==> src/rtl/present_core_nibble_pkg.sv <==
// Shared definitions for the PRESENT-80 nibble-serial engine:
// round count, FSM encoding and the 4-bit S-box table.
package present_core_nibble_pkg;

    localparam int PRESENT_ROUNDS = 31;

    typedef enum logic [2:0] {
        ST_IDLE   = 3'd0,
        ST_ADDKEY = 3'd1,
        ST_SBOX   = 3'd2,
        ST_PERM   = 3'd3,
        ST_FINAL  = 3'd4,
        ST_DONE   = 3'd5
    } fsm_state_t;

    function automatic logic [3:0] sbox_lookup(input logic [3:0] x);
        logic [3:0] y;
        y = 4'h0;
        case (x)
            4'h0: y = 4'hC;
            4'h1: y = 4'h5;
            4'h2: y = 4'h6;
            4'h3: y = 4'hB;
            4'h4: y = 4'h9;
            4'h5: y = 4'h0;
            4'h6: y = 4'hA;
            4'h7: y = 4'hD;
            4'h8: y = 4'h3;
            4'h9: y = 4'hE;
            4'hA: y = 4'hF;
            4'hB: y = 4'h8;
            4'hC: y = 4'h4;
            4'hD: y = 4'h7;
            4'hE: y = 4'h1;
            default: y = 4'h2;
        endcase
        return y;
    endfunction

endpackage

==> src/rtl/present_core_nibble_sbox.sv <==
// Combinational 4-bit PRESENT S-box; instantiated once for the state
// datapath and once for the key schedule.
module present_sbox
    import present_core_nibble_pkg::*;
(
    input  logic [3:0] din,
    output logic [3:0] dout
);

    assign dout = sbox_lookup(din);

endmodule

==> src/rtl/present_core_nibble.sv <==
// PRESENT-80 encryption engine: one S-box substitution per cycle on a rotating
// 64-bit state, 18 cycles per round, registered ready status.
module present_core_nibble
    import present_core_nibble_pkg::*;
#(
    parameter int NUM_ROUNDS = PRESENT_ROUNDS
) (
    input  logic        Clk_ik,
    input  logic        Reset_ir,
    input  logic [63:0] PlainText_ib,
    input  logic [79:0] Key_ib,
    input  logic        Start_i,
    output logic [63:0] CipherText_ob,
    output logic        Ready_o
);

    localparam logic [4:0] LAST_ROUND = 5'(NUM_ROUNDS);

    fsm_state_t  fsm_q;
    logic [63:0] state_q;
    logic [79:0] key_q;
    logic [4:0]  round_q;
    logic [3:0]  nibble_q;
    logic        ready_q;

    logic [3:0]  state_sbox_out;
    logic [79:0] key_rot;
    logic [3:0]  key_sbox_out;
    logic [79:0] key_next;
    logic [63:0] perm_state;

    present_sbox u_state_sbox (
        .din  (state_q[3:0]),
        .dout (state_sbox_out)
    );

    // Key schedule: rotate left by 61, substitute the top nibble, mix in the round number.
    assign key_rot = {key_q[18:0], key_q[79:19]};

    present_sbox u_key_sbox (
        .din  (key_rot[79:76]),
        .dout (key_sbox_out)
    );

    assign key_next = {key_sbox_out, key_rot[75:20], key_rot[19:15] ^ round_q, key_rot[14:0]};

    for (genvar i = 0; i < 63; i++) begin : g_perm
        assign perm_state[(16 * i) % 63] = state_q[i];
    end
    assign perm_state[63] = state_q[63];

    // NOTE: all state is updated with non-blocking assignments so every branch
    // below sees the pre-edge values of state_q, key_q and round_q.
    always_ff @(posedge Clk_ik or posedge Reset_ir) begin
        if (Reset_ir) begin
            fsm_q    <= ST_IDLE;
            state_q  <= '0;
            key_q    <= '0;
            round_q  <= 5'd1;
            nibble_q <= '0;
            ready_q  <= 1'b1;
        end else begin
            case (fsm_q)
                ST_IDLE, ST_DONE: begin
                    if (Start_i) begin
                        state_q <= PlainText_ib;
                        key_q   <= Key_ib;
                        round_q <= 5'd1;
                        ready_q <= 1'b0;
                        fsm_q   <= ST_ADDKEY;
                    end
                end
                ST_ADDKEY: begin
                    state_q  <= state_q ^ key_q[79:16];
                    nibble_q <= '0;
                    fsm_q    <= ST_SBOX;
                end
                ST_SBOX: begin
                    // Substituted nibble re-enters at the top; after 16 shifts all are back in place.
                    state_q  <= {state_sbox_out, state_q[63:4]};
                    nibble_q <= nibble_q + 4'd1;
                    if (nibble_q == 4'd15)
                        fsm_q <= ST_PERM;
                end
                ST_PERM: begin
                    state_q <= perm_state;
                    key_q   <= key_next;
                    if (round_q < LAST_ROUND) begin
                        round_q <= round_q + 5'd1;
                        fsm_q   <= ST_ADDKEY;
                    end else begin
                        fsm_q <= ST_FINAL;
                    end
                end
                ST_FINAL: begin
                    state_q <= state_q ^ key_q[79:16];
                    ready_q <= 1'b1;
                    fsm_q   <= ST_DONE;
                end
                default: begin
                    fsm_q   <= ST_IDLE;
                    ready_q <= 1'b1;
                end
            endcase
        end
    end

    assign CipherText_ob = state_q;
    assign Ready_o       = ready_q;

endmodule

==> config.mk <==
export PLATFORM = sky130hd
export DESIGN_NAME = present_core_nibble
export DESIGN_NICKNAME = d
export VERILOG_FILES = /design/src/rtl/present_core_nibble_pkg.sv /design/src/rtl/present_core_nibble_sbox.sv /design/src/rtl/present_core_nibble.sv
export SDC_FILE = /design/constraint.sdc
export NUM_CORES = 1
export LEC_CHECK = 0
export CORE_ASPECT_RATIO = 1.4
export CORE_MARGIN = 2
export CORE_UTILIZATION = 25
export CTS_CLUSTER_DIAMETER = 80
export DETAILED_ROUTE_END_ITERATION = 8
export PLACE_DENSITY_LB_ADDON = 0.25
export SYNTH_ARGS = -nofsm -noshare
export SYNTH_HDL_FRONTEND = slang
export SYNTH_SLANG_ARGS = --single-unit
==> constraint.sdc <==
create_clock -name Clk_ik -period 5.4 [get_ports Clk_ik]
set_input_delay 1.35 -clock Clk_ik [delete_from_list [all_inputs] [get_ports Clk_ik]]
set_output_delay 1.35 -clock Clk_ik [all_outputs]
set_load 0.02 [all_outputs]
# Word-level counts from Yosys, hierarchy flattened
# Memory sizes are Yosys's and may differ from the RTL's.
# Cells that the tools add are included.
[classes]
addsub = 2
magnitude_cmp = 1
n_eq_ne = 9
muxes = 14
n_bitwise = 4
reduce_logical = 14
[op_table]
columns = ["op", "count"]
rows = [
  ["case mux 64 bit (4 select lines)", 1],
  ["case mux 80 bit (2 select lines)", 1],
  ["two-way mux 80 bit", 1],
  ["two-way mux 64 bit", 1],
  ["bitwise XOR 64 bit", 1],
  ["case mux 3 bit (5 select lines)", 1],
  ["two-way mux 5 bit", 2],
  ["case mux 5 bit (2 select lines)", 1],
  ["two-way mux 3 bit", 3],
  ["case mux 4 bit (2 select lines)", 1],
  ["AND reduction 2 bit", 4],
  ["equality test 3 x 2 -> 1 bit (second input constant)", 2],
  ["equality test 3 bit (second input constant)", 2],
  ["inequality test 2 bit (second input constant)", 3],
  ["AND reduction 3 bit", 2],
  ["adder 5 x 1 -> 5 bit (second input constant)", 1],
  ["< comparator 5 bit (second input constant)", 1],
  ["bitwise XOR 5 bit", 1],
  ["adder 4 x 1 -> 4 bit (second input constant)", 1],
  ["equality test 4 bit (second input constant)", 1],
  ["nonzero test 2 bit", 2],
  ["nonzero test 4 bit", 1],
  ["OR reduction 2 bit", 2],
  ["equality test 3 x 1 -> 1 bit (second input constant)", 1],
  ["other kinds (6)", 7],
]
[word_totals]
regBits = 157
mem_bits_ro = 128
in_bits = 147
out_inout_bits = 65
word_cells = 53
mem_count = 2
[memory_table]
columns = ["memory", "depth", "width", "rd", "rd_clocked_by_memory_dff", "write_ports", "line", "text"]
rows = [
  ["(no name shown)", 16, 4, 1, 0, 0, "present_core_nibble_pkg.sv:19", "case (x)"],
  ["(no name shown)", 16, 4, 1, 0, 0, "present_core_nibble_pkg.sv:19", ""],
]

# Depth between registers and ports, before layout
[depth]
ltp_word = 4
mapped_depth = 8
ltp_nobuf = 6

# Cells and area by module
# Synthesis repeated with hierarchy kept, for this count alone.
[hier_totals]
hier_cells = 1251
hier_area_um2 = 10376.2
[modules_own_cells]
columns = ["mod", "n_inst", "cells_per_inst", "area_per_inst_um2", "seq_area_each_um2"]
rows = [
  ["present_core_nibble", 1, 1215, 10005.8, 3931.3],
  ["present_sbox", 2, 18, 185.2, 0.0],
]

# Least setup slack after synthesis
# Ideal clock, no wire load.
[synth_timing]
path_kind = "input-to-reg"
startpoint = "input Start_i"
endpoint = "register state_q[61] (netlist: CipherText_ob[61])"
setup_ns = 0.139
arrival_ns = 2.477
path_slack_ns = 2.784
stages = 6
cell_sequence = "buf_2 > nor4_2 > or2_1 > buf_2 > buf_1 > a22oi_1"
[synth_via]
elab_chain_len = 2
[synth_lines]
columns = ["item", "line", "text"]
rows = [
  ["from (decl)", "present_core_nibble.sv:12", "input logic Start_i,"],
  ["inequality test 2 bit (no source line)", "-", ""],
  ["AND reduction 2 bit (no source line)", "-", ""],
  ["to (signal assigned)", "present_core_nibble.sv:66", "state_q <= PlainText_ib;"],
  ["to (signal assigned)", "present_core_nibble.sv:74", "state_q <= state_q ^ key_q[79:16];"],
  ["to (signal assigned)", "present_core_nibble.sv:80", "state_q <= {state_sbox_out, state_q[63:4]};"],
  ["to (decl)", "present_core_nibble.sv:20", "logic [63:0] state_q;"],
]
# No other way between the ends.
# A chain may end at the register's enable or synchronous reset.

# Worst setup path after layout
[layout_timing]
startpoint = "input Start_i"
endpoint = "register key_q[66]"
[layout_via]
elab_chain_len = 2
[layout_lines]
columns = ["item", "line", "text"]
rows = [
  ["inequality test 2 bit (no source line)", "-", ""],
  ["AND reduction 2 bit (no source line)", "-", ""],
  ["to (signal assigned)", "present_core_nibble.sv:67", "key_q <= Key_ib;"],
  ["to (signal assigned)", "present_core_nibble.sv:87", "key_q <= key_next;"],
  ["to (decl)", "present_core_nibble.sv:21", "logic [79:0] key_q;"],
]
# No other way between the ends.

==> flow_summary.yaml <==
grt:
  grt_overflow: 0
  grt_max_degree: 105
  grt_pass1_wl_mm: 70.5
  grt_pass1_vias: 10100
  track_usage_pct: 21.9
  antenna_found_initial: 1
timing:
  rsz0062_at_grt: "false"
  layout_setup_ws_ps: 2010
  skew_ps: 12.1
  slew_violations: 0
  max_freq_mhz: 295
  setup_violations: 0
  final-hold-violation-count: 0
  period_needed_ps: 3390
  tightest_slew_ps: 1160
  slew_headroom_pct: 22.9
  period_share_pct: 62.9
  fin_tns_setup_ps: 0
critical_path:
  end_kind: "flop"
  cp.required_ps: 5790
  ff2ff_setup_slack_ps: 2150
  cp_max_fo: 38
  critPathArrivalTime_ps: 3780
  crit_type: "in2reg"
  critPathLaunchType: "primary input"
placed_design:
  pre_cts_ws_ps: 1540
  dp_hpwl_mm: 33.7
  port_buffers: 211
  dpl-instance-area_um2: 12900
  gp_congestion: 0.828
power:
  p_seq_share_pct: 36.7
  intPower_mw: 4.20
  power_switching_mw: 4.16
  ir_drop_uv: 226
  leakage_nw: 5.40
  p_sw_share_pct: 49.7
  pwr-share-comb_pct: 48.4
  power_mw: 8.36
  power_frac_clock_pct: 14.8
  powerDensity_nw_per_um2: 620
final_layout:
  finish.instance_area_um2: 13500
  syn_to_final_growth_pct: 29.1
  seqCellArea_um2: 3940
  multi_input_area_um2: 5940
  drive_gt1_share_pct: 5.44
  nets: 1434
  fill_cells: 4314
floorplanning:
  core_area_um2: 41200
  pin_count: 212
  die_h_um: 246
  start_util_pct: 25.4
  fp-row-count: 88
  fp.dieW_um: 177
  die_area_um2: 43500
clock_network:
  numClockSinks: 157
  path_clk_slew_ps: 70
  hold_buffers: 0
  cts_buffers: 17
  cts.root.buffer_cell: "clkbuf_16"
  htree_levels: 4
  insertion_delay_ps: 450
  cts_resized: 0
  post_cts_buffers: 0
  cts_tree: "done"
  cts_buffer_depth: 2
synth:
  synth_edf_count: 0
  syn_avg_cell_area_um2: 9.08
  netlist_area_um2: 10400
  ys_seq_area_share_pct: 37.6
  ys_async_sr_fraction_pct: 100
  ys_ff_latch: 157
  yosys.area.top_type_share_pct: 37.1
  synthFlopType: "dfrtp_1"
  yosys.area.top_type: "dfrtp_1"
  syn_inst: 1150
  synth_cell_type_count: 59
  yosys-top-cells-count: "dfrtp_1, nand2_1, a22oi_1"
  ys_top_cells_by_area: "dfrtp_1, mux2i_1, nand2_1"
  ys_warn_count: 0
  synth_nets: 1310
min_path:
  min-delay-path-class: "reg2reg"
run_status:
  outcome: "complete, no violations"
drt:
  vias: 10600
  drc: 0
  vias_per_cell: 5.79
  wirelength_mm: 48.1
  ant_nets: 0
  wl_per_cell_um: 26.3
  drt_first_pass_iters: 8
  drt_iter0_markers: 914
job:
  max-cap-violations: 0
cell type report:
cell class / instances / area share (%)
multi-input cells: 854 / 44.1
flip-flops and latches: 157 / 29.2
repair buffers: 229 / 16.9
well taps: 540 / 5.01
clock buffers: 19 / 3.36
clock inverters: 13 / 0.947
inverters: 15 / 0.446
diodes: 1 / 0.0186
worst max-delay path, stage by stage:
cell	delay, ps
clkdlybuf4s50_1	750
nor2b_1	360
and2_2	790
buf_4	330
a22oi_1	90
nand2_1	90
cells in the final DEF (no fill, tap or decap), types with 58 or more instances in the layout:
master	count
a211oi_1	63
a22o_1	59
a22oi_1	76
clkdlybuf4s50_1	211
dfrtp_1	152
mux2i_1	64
nand2_1	155
nor3_1	59
o21ai_0	67
o31ai_1	58
kinds of logic after synthesis:
group                      after synthesis  synth area share (%)
adders and majority gates               13                  1.56
xor gates and xnor gates                13                  1.16
and+or+nand+nor                        325                  16.1
DFF                                    157                  37.6
buffers and inverters                  139                  5.88
muxes                                   66                  6.56
AOI/OAI and AO/OA                      437                  31.1
layer usage:
layer | wire (um) | vias up | GRT usage, % | share of wire, %
met5 | 0 | - | 0 | 0
met4 | 2040 | 0 | 9.38 | 4.2
met3 | 3210 | 74 | 3.68 | 6.7
met2 | 23100 | 500 | 35.3 | 48
met1 | 19800 | 5319 | 28.6 | 41
li1 | - | 4684 | - | -
through the flow:
stage	utilization (%)	instances	hold slack, ps
after CTS	32.7	1827	480
after global routing	32.7	1828	500
after detailed placement	31.3	1795	464
final	32.7	1828	478
after global placement	31.3	1795	459
after floorplan	-	1150	446
power groups by stage:
stage          registers (mW)  logic [mW]  clock network (mW)
2_1_floorplan            2.52        2.72                   0
3_3_place_gp             3.06        3.97                   0
3_5_place_dp             3.07        4.03                   0
4_1_cts                  3.05        4.04                1.25
5_1_grt                  3.12        4.47                1.30
6_report                 3.07        4.05                1.24
worst paths after layout:
check                                                endpoint  cells after the start                 start
worst max-delay path                    key_q[66]$_DFFE_PP0P_                      6               Start_i
min in group asynchronous       CipherText_ob[37]$_DFFE_PP0P_                      2              Reset_ir
worst max register to register         round_q[1]$_DFFE_PP0P_                      6  fsm_q[1]$_DFFE_PP0P_
worst min-delay path                     key_q[4]$_DFFE_PP0P_                      2  key_q[4]$_DFFE_PP0P_
worst min register to register           key_q[4]$_DFFE_PP0P_                      2  key_q[4]$_DFFE_PP0P_
max in group asynchronous                fsm_q[1]$_DFFE_PP0P_                      3              Reset_ir
registers in the layout, indices dropped and copies added (netlist names):
| signal | flops |
|---|---|
| nibble_q | 4 |
| Ready_o | 1 |
| key_q | 80 |
| round_q | 5 |
| CipherText_ob | 64 |
| fsm_q | 3 |
Note: power is estimated with default switching activity, not from simulation.
